File: src/rtl/pixel_clk_div.sv
// pixel_clk_div -- programmable integer clock divider with enable pulse.
//
// Divides clk by a run-time divisor D (>= 2). Each output period is D cycles
// of clk: clk_out is low for ceil(D/2) cycles and high for floor(D/2) cycles.
// ce_out pulses once per period, in the last cycle of the period.
//
// Optional feature: define CLKDIV_SYNC_EN to enable phase re-alignment
// through the sync input. Without it, sync is accepted but ignored.
//
// Ports:
//   clk        in   system clock
//   rst        in   asynchronous, active-low reset
//   en         in   run request, sampled at IDLE and at each period end
//   div_in     in   [CNT_W] new divisor
//   div_valid  in   div_in is valid
//   div_ready  out  no divisor pending, a new one can be accepted
//   div_err    out  one-cycle pulse after a divisor < 2 was rejected
//   sync       in   restart the current period (CLKDIV_SYNC_EN only)
//   clk_out    out  divided clock (flop output)
//   ce_out     out  one-cycle enable per period (flop output)
//   active     out  high while the divider is in RUN
//
// Divisor handshake: a transfer happens on a cycle where div_valid and
// div_ready are both 1 at the rising clk edge. div_ready depends only on
// internal state, never combinationally on div_valid. An accepted divisor is
// held pending and takes effect only at a period boundary (or immediately
// while idle), so a period is never cut short by a divisor change.
module pixel_clk_div #(
    parameter int CNT_W    = 8,
    parameter int DIV_INIT = 4
) (
    input  logic             clk,
    input  logic             rst,
    input  logic             en,
    input  logic [CNT_W-1:0] div_in,
    input  logic             div_valid,
    output logic             div_ready,
    output logic             div_err,
    input  logic             sync,
    output logic             clk_out,
    output logic             ce_out,
    output logic             active
);

    typedef enum logic {
        IDLE = 1'b0,
        RUN  = 1'b1
    } state_t;

    state_t           state_q, state_d;
    logic [CNT_W-1:0] cnt_q, cnt_d;
    logic [CNT_W-1:0] div_q, div_d;
    logic [CNT_W-1:0] pend_val_q, pend_val_d;
    logic             pend_q, pend_d;
    logic             clk_out_q, clk_out_d;
    logic             ce_out_q, ce_out_d;
    logic             err_q, err_d;

    logic             last;
    logic             take;
    logic             apply;
    logic [CNT_W-1:0] half_up;

`ifndef CLKDIV_SYNC_EN
    logic unused_sync;
    assign unused_sync = sync;
`endif

    always_comb begin
        state_d    = state_q;
        cnt_d      = cnt_q;
        div_d      = div_q;
        pend_d     = pend_q;
        pend_val_d = pend_val_q;
        err_d      = 1'b0;
        apply      = 1'b0;

        last = (cnt_q == div_q - CNT_W'(1));
        take = div_valid && !pend_q;

        // Divisors below 2 cannot form a period; reject them with a pulse.
        if (take) begin
            if (div_in < CNT_W'(2)) begin
                err_d = 1'b1;
            end else begin
                pend_d     = 1'b1;
                pend_val_d = div_in;
            end
        end

        case (state_q)
            IDLE: begin
                cnt_d = '0;
                apply = pend_q;
                if (en) begin
                    state_d = RUN;
                end
            end
            RUN: begin
`ifdef CLKDIV_SYNC_EN
                // Restart the period; a ce_out due this cycle is already in
                // the output flop and still asserts.
                if (sync) begin
                    cnt_d = '0;
                    apply = pend_q;
                    if (last && !en) begin
                        state_d = IDLE;
                    end
                end else
`endif
                if (last) begin
                    cnt_d = '0;
                    apply = pend_q;
                    if (!en) begin
                        state_d = IDLE;
                    end
                end else begin
                    cnt_d = cnt_q + CNT_W'(1);
                end
            end
            default: begin
                state_d = IDLE;
                cnt_d   = '0;
            end
        endcase

        // apply and take are mutually exclusive: take needs !pend_q.
        if (apply) begin
            div_d  = pend_val_q;
            pend_d = 1'b0;
        end

        // Outputs are registered, so derive them from next-cycle state.
        half_up   = (div_d >> 1) + {{(CNT_W-1){1'b0}}, div_d[0]};
        clk_out_d = (state_d == RUN) && (cnt_d >= half_up);
        ce_out_d  = (state_d == RUN) && (cnt_d == div_d - CNT_W'(1));
    end

    always_ff @(posedge clk or negedge rst) begin
        if (!rst) begin
            state_q    <= IDLE;
            cnt_q      <= '0;
            div_q      <= CNT_W'(DIV_INIT);
            pend_q     <= 1'b0;
            pend_val_q <= '0;
            clk_out_q  <= 1'b0;
            ce_out_q   <= 1'b0;
            err_q      <= 1'b0;
        end else begin
            state_q    <= state_d;
            cnt_q      <= cnt_d;
            div_q      <= div_d;
            pend_q     <= pend_d;
            pend_val_q <= pend_val_d;
            clk_out_q  <= clk_out_d;
            ce_out_q   <= ce_out_d;
            err_q      <= err_d;
        end
    end

    assign clk_out   = clk_out_q;
    assign ce_out    = ce_out_q;
    assign div_err   = err_q;
    assign div_ready = !pend_q;
    assign active    = (state_q == RUN);

endmodule
File: config.mk
export PLATFORM = sky130hd
export DESIGN_NAME = pixel_clk_div
export DESIGN_NICKNAME = d
export VERILOG_FILES = /design/src/rtl/pixel_clk_div.sv
export SDC_FILE = /design/constraint.sdc
export NUM_CORES = 1
export LEC_CHECK = 0
export CORE_MARGIN = 10
export CORE_UTILIZATION = 45
export CTS_BUF_LIST = sky130_fd_sc_hd__clkbuf_8
export DETAILED_ROUTE_END_ITERATION = 12
export DONT_BUFFER_PORTS = 1
export PLACE_DENSITY_LB_ADDON = 0.05
export SKIP_LAST_GASP = 1
export SYNTH_ARGS = -nofsm -noshare
export SYNTH_HDL_FRONTEND = slang
export SYNTH_SLANG_ARGS = --single-unit
File: constraint.sdc
create_clock -name clk -period 9.5 [get_ports clk]
set_input_delay 1.425 -clock clk [delete_from_list [all_inputs] [get_ports clk]]
set_output_delay 1.425 -clock clk [all_outputs]
set_load 0.005 [all_outputs]
Word level (Yosys, flattened, before mapping) --
Index checks and enable logic that the tools add are counted.
Word-level totals: output and inout port bits 5, register bits 29, bits in read-only memories 0, memories kept 0, bits of input ports 13, bits in writable memories 0, latch bits 0
Cells by class: muxes and demuxes 13, reductions and logical operators 7, multipliers 0, order comparisons 2, shift operators 0, bitwise operators 2, add/subtract/negate cells 4, divide/modulo/power cells 0, equality and inequality tests 3
Operators by type and width (count):
- $eq 8x8->1 | 2
- $mux 8 | 2
- $pmux 8 s2 | 1
- $sub 8x1->8 const B | 2
- $add 7x1->8 | 1
- $add 8x1->8 const B | 1
- $ge 8x8->1 | 1
- $lt 8x2->1 const B | 1
- $mux 1 | 8
- $pmux 1 s2 | 2
- $reduce_and 2->1 | 2
- $logic_and 1x1->1 | 3
- $ne 2x2->1 const B | 1
- $not 1->1 | 2
- $reduce_bool 2->1 | 1
- $logic_not 1->1 | 1

Logic depth before layout (Yosys ltp) --
Gate-level depths: netlist of the first run.
depth in word-level cells 8, depth in mapped cells 20

Least setup slack after synthesis of the first run --
OpenSTA, ideal clock, no wires.
kind reg2reg, start point reg div_q[0], end point reg clk_out_q (netlist: clk_out), buffers on the path 1, path slack 5.441 ns, clock period less this slack 4.059 ns, data arrival time 3.940 ns, cell stages (with the launch flop) 21, data required time 9.381 ns, cells stage by stage dfrtp_1 inv_1 ha_1 nand2b_1 o211a_1 o31a_1 o31ai_4 nand2_4 buf_6 mux2_2 ha_1 ha_1 nand2b_1 a21o_1 a21o_1 a21o_1 a21o_1 a21o_1 a21oi_1 nor2b_1 o21a_1
On the way: longest elaborated chain between the ends 8
RTL lines:
- start: declaration | RTL line 52 | logic [CNT_W-1:0] div_q, div_d;
- start signal: assignment | RTL line 143 | div_q <= CNT_W'(DIV_INIT);
- start signal: assignment | RTL line 152 | div_q <= div_d;
- $sub 8x1->8 | RTL line 78 | last = (cnt_q == div_q - CNT_W'(1));
- $eq 8x8->1 | RTL line 78
- $mux 1 | RTL line 111 | if (last) begin
- $pmux 1 s2 | RTL line 91 | case (state_q)
- $mux 8 | RTL line 128 | if (apply) begin
- via div_d[1] | RTL line 52
- $add 7x1->8 | RTL line 134 | half_up = (div_d >> 1) + {{(CNT_W-1){1'b0}}, div_d[0]};
- $ge 8x8->1 | RTL line 135 | clk_out_d = (state_d == RUN) && (cnt_d >= half_up);
- $logic_and 1x1->1 | RTL line 135
- via clk_out_d | RTL line 55 | logic clk_out_q, clk_out_d;
- end signal: assignment | RTL line 155 | clk_out_q <= clk_out_d;
- end: declaration | RTL line 55
The timed path passes the listed nets, and every way through them passes these cells. A chain may end at the register's enable or synchronous reset.

Worst setup path after layout of the first run --
start point reg div_q[3], end point reg clk_out_q (netlist: clk_out)
Same word-level chain as after synthesis.

==> impl_results.html, run 1 <==
<table>
<tr><th>Metric</th><th>Value</th></tr>
<tr><th colspan="2">Synth</th></tr>
<tr><td>Count of flip-flops with a built-in enable after synthesis</td><td>0</td></tr>
<tr><td>Synth Warn #</td><td>0</td></tr>
<tr><td>Net count of the mapped netlist</td><td>229</td></tr>
<tr><td>Most common library cells after synthesis</td><td>sky130_fd_sc_hd__dfrtp_1 (28), sky130_fd_sc_hd__nor2_1 (18), sky130_fd_sc_hd__xnor2_1 (14), sky130_fd_sc_hd__xor2_1 (14)</td></tr>
<tr><td>Leading cell type by number of instances after synthesis</td><td>sky130_fd_sc_hd__dfrtp_1</td></tr>
<tr><td>Async set-reset flop share out of synthesis</td><td>100%</td></tr>
<tr><td>Share of the synthesized area in the top cell type</td><td>34.4%</td></tr>
<tr><td>Register bit count reported by yosys</td><td>29</td></tr>
<tr><td>Post-synth top flop</td><td>sky130_fd_sc_hd__dfrtp_1</td></tr>
<tr><td>Syn Area/Cell</td><td>10.0 sq um</td></tr>
<tr><td>Sequential fraction of the synthesis area</td><td>35.7%</td></tr>
<tr><td>Synth Instances</td><td>203</td></tr>
<tr><td>Cell variety after synth</td><td>46</td></tr>
<tr><td>Cell area after technology mapping</td><td>2040 sq um</td></tr>
<tr><td>Cell taking the most area after synthesis</td><td>sky130_fd_sc_hd__dfrtp_1</td></tr>
<tr><td>Cell types occupying the most area after synthesis</td><td>sky130_fd_sc_hd__dfrtp_1 (34%), sky130_fd_sc_hd__ha_1 (8.0%), sky130_fd_sc_hd__mux2_2 (7.2%)</td></tr>
<tr><th colspan="2">Worst hold path</th></tr>
<tr><td>Path class of the lowest-slack min-delay path</td><td>flop to flop</td></tr>
<tr><td>Hold worst-path end</td><td>pend_val_q[7]$_DFFE_PN0P_</td></tr>
<tr><td>Cells on Worst Hold Path</td><td>1</td></tr>
<tr><td>Hold path start</td><td>pend_val_q[7]$_DFFE_PN0P_</td></tr>
<tr><th colspan="2">CTS</th></tr>
<tr><td>CTS buffer count</td><td>5</td></tr>
<tr><td>Max Buffers Root-to-Sink</td><td>2</td></tr>
<tr><td>Clock transition at the registers of the reported paths</td><td>0.06 ns</td></tr>
<tr><td>Setup Fix Bufs, Post-CTS</td><td>0</td></tr>
<tr><td>Clock net sink count</td><td>29</td></tr>
<tr><td>Count of H-tree levels built during CTS</td><td>2</td></tr>
<tr><td>Clock latency at the later pin of the worst-skew pair</td><td>0.28 ns</td></tr>
<tr><td>Clock tree from TritonCTS</td><td>done</td></tr>
<tr><td>Root buffer selected by CTS</td><td>sky130_fd_sc_hd__clkbuf_8</td></tr>
<tr><td>Cts-stage hold buffer count</td><td>0</td></tr>
<tr><td>Post-cts resize count</td><td>0</td></tr>
<tr><th colspan="2">Placed design</th></tr>
<tr><td>Cell area reported after detailed placement</td><td>2080 sq um</td></tr>
<tr><td>Cell count after placement</td><td>250</td></tr>
<tr><td>Detailed-placement wirelength estimate</td><td>3630 um</td></tr>
<tr><td># port buffers</td><td>0</td></tr>
<tr><td>GPL Wtd Cong</td><td>0.870</td></tr>
<tr><td>Worst setup timing slack at the placement stage</td><td>5.23 ns</td></tr>
<tr><th colspan="2">Power and ir drop</th></tr>
<tr><td>Total chip power</td><td>227 uW</td></tr>
<tr><td>Peak supply drop</td><td>0.0650 mV</td></tr>
<tr><td>PD cells</td><td>105 nW/um^2</td></tr>
<tr><td>Leakage power of the design</td><td>0.00102 uW</td></tr>
<tr><th colspan="2">Global routing</th></tr>
<tr><td>Vias in the first global route</td><td>1551</td></tr>
<tr><td>Overflow after GRT</td><td>0</td></tr>
<tr><td>Global-route wire length before repair</td><td>8000 um</td></tr>
<tr><td>Pin count of the biggest net entering global routing</td><td>30</td></tr>
<tr><td>Antenna violations before repair</td><td>0</td></tr>
<tr><td>GRT Resource Usage Total</td><td>13.3%</td></tr>
<tr><th colspan="2">Final layout</th></tr>
<tr><td>Filler cell count in the final layout</td><td>423</td></tr>
<tr><td>Post-Layout Inst Area</td><td>2170 sq um</td></tr>
<tr><td>Area overhead of the layout relative to synthesis</td><td>6.45%</td></tr>
<tr><td>Post-layout net count</td><td>231</td></tr>
<tr><td>Diodes inserted</td><td>0</td></tr>
<tr><td>Fraction of layout instances using a drive strength above 1</td><td>14.1%</td></tr>
<tr><td>Final std cells w/o fill</td><td>258</td></tr>
<tr><th colspan="2">Die</th></tr>
<tr><td>Starting density of the core</td><td>46.5%</td></tr>
<tr><td>I/O pins</td><td>18</td></tr>
<tr><td>Die ar.</td><td>7620 sq um</td></tr>
<tr><td>Standard-cell rows</td><td>24</td></tr>
<tr><td>Core footprint</td><td>4380 sq um</td></tr>
<tr><td>Vertical die dimension</td><td>87.3 um</td></tr>
<tr><td>Chip Width</td><td>87.3 um</td></tr>
<tr><th colspan="2">Critical path</th></tr>
<tr><td>Crit path DAT</td><td>4.45 ns</td></tr>
<tr><td>Critical path data required time</td><td>9.67 ns</td></tr>
<tr><td>Max Fanout on Critical Path</td><td>14</td></tr>
<tr><td>Worst Path Class, Setup</td><td>flop to flop</td></tr>
<tr><td>Slowest cell on the critical path</td><td>sky130_fd_sc_hd__dfrtp_1</td></tr>
<tr><td>Most common cell type on the critical path</td><td>sky130_fd_sc_hd__a21o_1</td></tr>
<tr><td>Critical R2R Launch</td><td>div_q[3]$_DFF_PN0_</td></tr>
<tr><td>Stage delay of the slowest cell on the critical path</td><td>0.48 ns</td></tr>
<tr><td>Endpoint of the worst-slack reg-to-reg timing path</td><td>clk_out$_DFF_PN0_</td></tr>
<tr><td>Cell count of the worst reg-to-reg path</td><td>17</td></tr>
<tr><td>Critical path cell sequence</td><td>nor4_2 &gt; and3_1 &gt; o2111ai_2 &gt; o31ai_4 &gt; nand2_4 &gt; mux2_2 &gt; ha_1 &gt; ha_1 &gt; nand2b_1 &gt; a21o_1 &gt; a21o_1 &gt; a21o_1 &gt; a21o_1 &gt; a21o_1 &gt; a21oi_1 &gt; nor2b_1 &gt; o21a_1</td></tr>
<tr><td>Critical Path Start Type</td><td>flop</td></tr>
<tr><td>Flop-to-flop setup slack</td><td>5.22 ns</td></tr>
<tr><td>Kind of end point of the critical path</td><td>flop</td></tr>
<tr><th colspan="2">Job</th></tr>
<tr><td>Count of max-cap constraint violations</td><td>0</td></tr>
<tr><th colspan="2">Routing</th></tr>
<tr><td>DR iter-0 viols</td><td>111</td></tr>
<tr><td>Remaining DRCs</td><td>0</td></tr>
<tr><td>Final routed wirelength across all metal layers</td><td>4650 um</td></tr>
<tr><td>Drt via density</td><td>5.78</td></tr>
<tr><td>Routed via count</td><td>1490</td></tr>
<tr><td>DRT Pass-1 Iters</td><td>4</td></tr>
<tr><td>Routed wire per std cell</td><td>18.0 um</td></tr>
<tr><td>Final antenna-violating net count</td><td>0</td></tr>
<tr><th colspan="2">STA</th></tr>
<tr><td>Post-route fraction of the period consumed by the critical path</td><td>45.1%</td></tr>
<tr><td>Measured slew at the worst slew-check pin</td><td>0.600 ns</td></tr>
<tr><td>Highest clock rate</td><td>234 MHz</td></tr>
<tr><td>Final Slew Violations</td><td>0</td></tr>
<tr><td>RSZ-0062 raised after global routing</td><td>no</td></tr>
<tr><td>Summed negative setup slack over all endpoints</td><td>0 ns</td></tr>
<tr><td>Clock Skew</td><td>0.00600 ns</td></tr>
<tr><td>Number of hold violations in the final report</td><td>0</td></tr>
<tr><td>Setup violators final</td><td>0</td></tr>
<tr><td>Final worst path period need</td><td>4.28 ns</td></tr>
<tr><td>Worst relative slew slack</td><td>59.8%</td></tr>
<tr><td>Final worst-path setup slack</td><td>5.22 ns</td></tr>
<tr><th colspan="2">Run status</th></tr>
<tr><td>Result of the run</td><td>completed</td></tr>
</table>
[logic make-up after synthesis]
| logic type | share of synthesized area, % |
|---|---|
| buffers and inverters | 3.75 |
| AND/OR/NAND/NOR | 17.0 |
| XOR/XNOR | 14.3 |
| AO/OA/AOI/OAI | 11.5 |
| multiplexers | 9.83 |
| adder cells (fa/ha/maj) | 7.99 |
| flip-flops | 35.7 |
[registers in the layout, indices dropped and copies added (netlist names)]
register / cells
active: 1
ce_out: 1
clk_out: 1
cnt_q: 8
div_err: 1
div_q: 8
pend_q: 1
pend_val_q: 8
[power breakdown]
part | internal [uW] | switching (uW)
Sequential | 124 | 0
Combinational | 0.177 | 0.0547
Clock | 56.8 | 46.1
Total | 181 | 46.1
[through the flow]
step | hold WS, ns | util [%]
final | 0.512 | 49.5
after global routing | 0.530 | 49.5
after CTS | 0.518 | 49.5
after detailed placement | 0.504 | 47.4
after global placement | 0.490 | 47.4
after floorplan | 0.473 | -
[worst max-delay path, delay by kind of cell, from the launching register on]
| family | cells | cell delay (ns) |
|---|---|---|
| compound gates | 9 | 1.71 |
| mux | 1 | 0.34 |
| simple gates | 5 | 1.04 |
| flops | 1 | 0.48 |
| fa+ha+maj | 2 | 0.58 |
[worst max path at each step]
stage                             from                end  slack [ns]
finish              div_q[3]$_DFF_PN0_  clk_out$_DFF_PN0_        5.22
global route        div_q[0]$_DFF_PN0_  clk_out$_DFF_PN0_        4.99
CTS                 div_q[0]$_DFF_PN0_  clk_out$_DFF_PN0_        5.22
detailed placement  div_q[0]$_DFF_PN0_  clk_out$_DFF_PN0_        5.23
global placement    div_q[3]$_DFF_PN0_  clk_out$_DFF_PN0_        5.27
floorplan           div_q[0]$_DFF_PN0_  clk_out$_DFF_PN0_        5.44
[final cells by class]
type	count	area (sq um)	share of cell area (%)
repair buffers	1	7.51	0.346
multi-input cells	156	1230	56.9
well taps	52	65.1	3.00
clock buffers	6	82.6	3.81
inverters	12	45.0	2.08
flip-flops and latches	29	727	33.5
clock inverters	2	7.51	0.346
[cell usage in the layout, fill, tap and decap left out, types with 3 or more instances in the layout]
master                     synthesis  routed
sky130_fd_sc_hd__a21o_1            5       5
sky130_fd_sc_hd__a21oi_1           9       9
sky130_fd_sc_hd__and3_1            8       8
sky130_fd_sc_hd__clkbuf_8          0       6
sky130_fd_sc_hd__dfrtp_1          28      28
sky130_fd_sc_hd__ha_1             13      13
sky130_fd_sc_hd__inv_1            12      14
sky130_fd_sc_hd__mux2_2           13      13
sky130_fd_sc_hd__mux2i_1           4       4
sky130_fd_sc_hd__nand2_1          10      10
sky130_fd_sc_hd__nand2b_1          4       4
sky130_fd_sc_hd__nand3_1           6       6
sky130_fd_sc_hd__nor2_1           18      18
sky130_fd_sc_hd__nor2b_1           3       3
sky130_fd_sc_hd__nor4_1            3       3
sky130_fd_sc_hd__xnor2_1          14      14
sky130_fd_sc_hd__xor2_1           14      14
[per-layer routing]
layer  share of wire (%)  up-vias  global-route usage, %
met5                   0        -                      0
met4                 1.3        0                   4.49
met3                 5.9        7                   4.59
met2                  47       28                   20.6
met1                  46      736                   16.7
li1                    -      719                      -
No activity file was read; power rests on OpenSTA's default activity.
==> run 2, diff against run 1 <==
- clock period: 9.5 -> 3.7 ns (I/O delays scaled with it)
==> run 2 against run 1 <==
  * The flow now finishes with violations (setup timing)
  * Global-route usage increased by 1.9 points
  * Clock power grew to 2.5 times the previous value
  * Sequential share of layout area shrank 4.6 points
  * Sequential power rose to 2.6 times the previous value
  * Critical endpoint unchanged
  * Largest cell class unchanged
  * Largest power group unchanged
==> impl_results.html, run 2 (same netlist as run 1, synthesis figures left out) <==
<table>
<tr><th>Metric</th><th>Value</th></tr>
<tr><th colspan="2">Critical path</th></tr>
<tr><td>Crit path DAT</td><td>4.05 ns (was 4.45 ns)</td></tr>
<tr><td>Max Fanout on Critical Path</td><td>6 (was 14)</td></tr>
<tr><td>Kind of end point of the critical path</td><td>flop (unchanged)</td></tr>
<tr><td>Combined buffer and inverter count along the critical path</td><td>1 (was 0)</td></tr>
<tr><td>Stage delay of the slowest cell on the critical path</td><td>0.46 ns (was 0.48 ns)</td></tr>
<tr><td>Most common cell type on the critical path</td><td>sky130_fd_sc_hd__a21o_1 (unchanged)</td></tr>
<tr><td>Slowest cell on the critical path</td><td>sky130_fd_sc_hd__dfrtp_2 (was sky130_fd_sc_hd__dfrtp_1)</td></tr>
<tr><td>Crit path max-delay family</td><td>compound AO/OA/AOI/OAI gates (unchanged)</td></tr>
<tr><td>Critical path cell sequence</td><td>buf_4 &gt; xor2_1 &gt; xnor2_2 &gt; o2111ai_2 &gt; o31ai_4 &gt; nand2_4 &gt; mux2_4 &gt; ha_4 &gt; xor2_1 &gt; ha_1 &gt; a21o_1 &gt; a21o_1 &gt; a21o_1 &gt; a21o_1 &gt; a21o_1 &gt; a21oi_2 &gt; nor2b_1 &gt; o21a_1 (was nor4_2 &gt; and3_1 &gt; o2111ai_2 &gt; o31ai_4 &gt; nand2_4 &gt; mux2_2 &gt; ha_1 &gt; ha_1 &gt; nand2b_1 &gt; a21o_1 &gt; a21o_1 &gt; a21o_1 &gt; a21o_1 &gt; a21o_1 &gt; a21oi_1 &gt; nor2b_1 &gt; o21a_1)</td></tr>
<tr><td>Critical path data required time</td><td>3.87 ns (was 9.67 ns)</td></tr>
<tr><td>Worst Path Class, Setup</td><td>flop to flop (unchanged)</td></tr>
<tr><td>Critical Path Start Type</td><td>flop (unchanged)</td></tr>
<tr><th colspan="2">STA</th></tr>
<tr><td>RSZ-0062 raised after global routing</td><td>yes (was no)</td></tr>
<tr><td>Final worst path period need</td><td>3.88 ns (was 4.28 ns)</td></tr>
<tr><td>Measured slew at the worst slew-check pin</td><td>0.590 ns (was 0.600 ns)</td></tr>
<tr><td>Post-route fraction of the period consumed by the critical path</td><td>105% (was 45.1%)</td></tr>
<tr><td>Final worst-path setup slack</td><td>-0.183 ns (was 5.22 ns)</td></tr>
<tr><td>Worst relative slew slack</td><td>60.5% (was 59.8%)</td></tr>
<tr><td>Summed negative setup slack over all endpoints</td><td>-0.183 ns (was 0 ns)</td></tr>
<tr><td>Highest clock rate</td><td>258 MHz (was 234 MHz)</td></tr>
<tr><td>Final Slew Violations</td><td>0 (unchanged)</td></tr>
<tr><td>Setup violators final</td><td>1 (was 0)</td></tr>
<tr><td>Number of hold violations in the final report</td><td>0 (unchanged)</td></tr>
<tr><td>Clock Skew</td><td>0.00345 ns (was 0.00600 ns)</td></tr>
<tr><th colspan="2">Global routing</th></tr>
<tr><td>Vias in the first global route</td><td>1819 (was 1551)</td></tr>
<tr><td>Pin count of the biggest net entering global routing</td><td>29 (was 30)</td></tr>
<tr><td>Antenna violations before repair</td><td>0 (unchanged)</td></tr>
<tr><td>Global-route wire length before repair</td><td>9040 um (was 8000 um)</td></tr>
<tr><td>GRT Resource Usage Total</td><td>15.2% (was 13.3%)</td></tr>
<tr><td>Overflow after GRT</td><td>0 (unchanged)</td></tr>
<tr><th colspan="2">Placed design</th></tr>
<tr><td>Cell count after placement</td><td>284 (was 250)</td></tr>
<tr><td>GPL Wtd Cong</td><td>0.872 (was 0.870)</td></tr>
<tr><td>Cell area reported after detailed placement</td><td>2370 sq um (was 2080 sq um)</td></tr>
<tr><td># port buffers</td><td>0 (unchanged)</td></tr>
<tr><td>Detailed-placement wirelength estimate</td><td>4130 um (was 3630 um)</td></tr>
<tr><th colspan="2">Routing</th></tr>
<tr><td>Routed via count</td><td>1648 (was 1490)</td></tr>
<tr><td>Final antenna-violating net count</td><td>0 (unchanged)</td></tr>
<tr><td>Remaining DRCs</td><td>0 (unchanged)</td></tr>
<tr><td>DR iter-0 viols</td><td>73 (was 111)</td></tr>
<tr><td>Routed wire per std cell</td><td>18.4 um (was 18.0 um)</td></tr>
<tr><td>Final routed wirelength across all metal layers</td><td>5410 um (was 4650 um)</td></tr>
<tr><td>Drt via density</td><td>5.61 (was 5.78)</td></tr>
<tr><td>DRT Pass-1 Iters</td><td>4 (unchanged)</td></tr>
<tr><th colspan="2">Worst hold path</th></tr>
<tr><td>Path class of the lowest-slack min-delay path</td><td>input pin to async pin (was flop to flop)</td></tr>
<tr><th colspan="2">CTS</th></tr>
<tr><td>Clock transition at the registers of the reported paths</td><td>0.06 ns (about the same)</td></tr>
<tr><td>CTS buffer count</td><td>5 (unchanged)</td></tr>
<tr><td>Clock tree from TritonCTS</td><td>done (unchanged)</td></tr>
<tr><td>Count of H-tree levels built during CTS</td><td>2 (unchanged)</td></tr>
<tr><td>Clock net sink count</td><td>29 (unchanged)</td></tr>
<tr><td>Root buffer selected by CTS</td><td>sky130_fd_sc_hd__clkbuf_8 (unchanged)</td></tr>
<tr><td>Clock latency at the later pin of the worst-skew pair</td><td>0.28 ns (about the same)</td></tr>
<tr><td>Max Buffers Root-to-Sink</td><td>2 (unchanged)</td></tr>
<tr><th colspan="2">Final layout</th></tr>
<tr><td>Regs by FF count</td><td>cnt_q x8, div_q x8, pend_val_q x8 (unchanged)</td></tr>
<tr><td>Area overhead of the layout relative to synthesis</td><td>23.5% (was 6.45%)</td></tr>
<tr><td>Fraction of layout instances using a drive strength above 1</td><td>30.6% (was 14.1%)</td></tr>
<tr><td>Most common library cell in the layout ignoring fill and taps</td><td>sky130_fd_sc_hd__buf_4 (was sky130_fd_sc_hd__dfrtp_1)</td></tr>
<tr><td>Diodes inserted</td><td>0 (unchanged)</td></tr>
<tr><td>Post-layout net count</td><td>268 (was 231)</td></tr>
<tr><td>Final std cells w/o fill</td><td>294 (was 258)</td></tr>
<tr><td>Filler cell count in the final layout</td><td>388 (was 423)</td></tr>
<tr><td>Post-Layout Inst Area</td><td>2520 sq um (was 2170 sq um)</td></tr>
<tr><td>Leading cell types in the layout, fill and taps excluded</td><td>sky130_fd_sc_hd__buf_4 (37), sky130_fd_sc_hd__dfrtp_1 (27), sky130_fd_sc_hd__nor2_1 (18), sky130_fd_sc_hd__xor2_1 (14), sky130_fd_sc_hd__xnor2_1 (13) (was sky130_fd_sc_hd__dfrtp_1 (28), sky130_fd_sc_hd__nor2_1 (18), sky130_fd_sc_hd__xor2_1 (14), sky130_fd_sc_hd__xnor2_1 (14), sky130_fd_sc_hd__inv_1 (14))</td></tr>
<tr><th colspan="2">Die</th></tr>
<tr><td>Standard-cell rows</td><td>24 (unchanged)</td></tr>
<tr><td>Starting density of the core</td><td>46.5% (unchanged)</td></tr>
<tr><td>Die ar.</td><td>7620 sq um (unchanged)</td></tr>
<tr><td>Chip Width</td><td>87.3 um (unchanged)</td></tr>
<tr><td>Core footprint</td><td>4380 sq um (unchanged)</td></tr>
<tr><td>Vertical die dimension</td><td>87.3 um (unchanged)</td></tr>
<tr><td>I/O pins</td><td>18 (unchanged)</td></tr>
<tr><th colspan="2">Power and ir drop</th></tr>
<tr><td>Peak supply drop</td><td>0.196 mV (was 0.0650 mV)</td></tr>
<tr><td>PD cells</td><td>233 nW/um^2 (was 105 nW/um^2)</td></tr>
<tr><td>Leakage power of the design</td><td>0.00123 uW (was 0.00102 uW)</td></tr>
<tr><th colspan="2">Run status</th></tr>
<tr><td>Result of the run</td><td>complete, but fails checks (was completed)</td></tr>
<tr><td>Failing checks</td><td>setup timing</td></tr>
<tr><th colspan="2">Job</th></tr>
<tr><td>Count of max-cap constraint violations</td><td>0 (unchanged)</td></tr>
</table>
==> run 2: repair_timing <==
| item | 4_1_cts | 5_1_grt |
|---|---|---|
| endpoints found under the setup margin | 1 | 1 |
| setup buffers | 2 | 0 |
| hold buffers | 1 | 0 |
| endpoints found under the hold margin | 28 | 0 |
| pin swaps | 4 | 0 |
| gates resized for setup | 4 | 0 |
==> run 2: worst paths after layout <==
| kind | start | end | slack (ns) | depth (start not counted) |
|---|---|---|---|---|
| worst max-delay path | div_q[3]$_DFF_PN0_ | clk_out$_DFF_PN0_ | -0.18 | 18 |
| worst min-delay path | rst | cnt_q[4]$_DFF_PN0_ | 0.09 | 1 |
| worst max register to register | div_q[3]$_DFF_PN0_ | clk_out$_DFF_PN0_ | -0.18 | 18 |
| worst min register to register | pend_val_q[7]$_DFFE_PN0P_ | pend_val_q[7]$_DFFE_PN0P_ | 0.51 | 1 |
| max in group asynchronous | rst | div_q[3]$_DFF_PN0_ | 3.43 | 1 |
| min in group clk | div_in[2] | pend_val_q[2]$_DFFE_PN0P_ | 0.43 | 1 |
==> run 2: stage by stage <==
| step | util [%] | worst slack [ns] | hold WS [ns] | power [uW] |
|---|---|---|---|---|
| 2_1_floorplan | - | -0.255 | 0.259 | 324 |
| 3_3_place_gp | 54.1 | -0.169 | 0.261 | 324 |
| 3_5_place_dp | 54.1 | -0.228 | 0.261 | 324 |
| 4_1_cts | 57.4 | -0.190 | 0.0933 | 597 |
| 5_1_grt | 57.4 | -0.358 | 0.0919 | 612 |
| 6_report | 57.4 | -0.183 | 0.0940 | 586 |
==> run 2: final cells by class <==
cell class,instances,area (sq um),share of cell area (%)
Multi-Input combinational cell,156,1290,51.4
Sequential cell,29,728,28.9
Timing Repair Buffer,38,298,11.8
Clock buffer,6,82.6,3.28
Tap cell,52,65.1,2.59
Inverter,12,45.0,1.79
Clock inverter,1,3.75,0.149
==> run 2: per-layer routing <==
| layer | GRT usage, % | part of all wire (%) | up-vias |
|---|---|---|---|
| met5 | 0 | 0 | - |
| met3 | 4.12 | 5.6 | 7 |
| met4 | 4.93 | 1.0 | 0 |
| li1 | - | - | 790 |
| met1 | 18.7 | 45 | 813 |
| met2 | 25.0 | 49 | 38 |
==> run 2: power by group <==
group          leakage [uW]  internal (uW)  switching, uW
logic              0.000810           2.69           6.10
registers          0.000370            317              0
clock network     0.0000485            144            116
==> run 3, diff against run 2 <==
- ABC_CLOCK_PERIOD_IN_PS: unset -> 3700
==> results of run 3 <==
Final layout, timing and power as in run 2 (identical DEF).
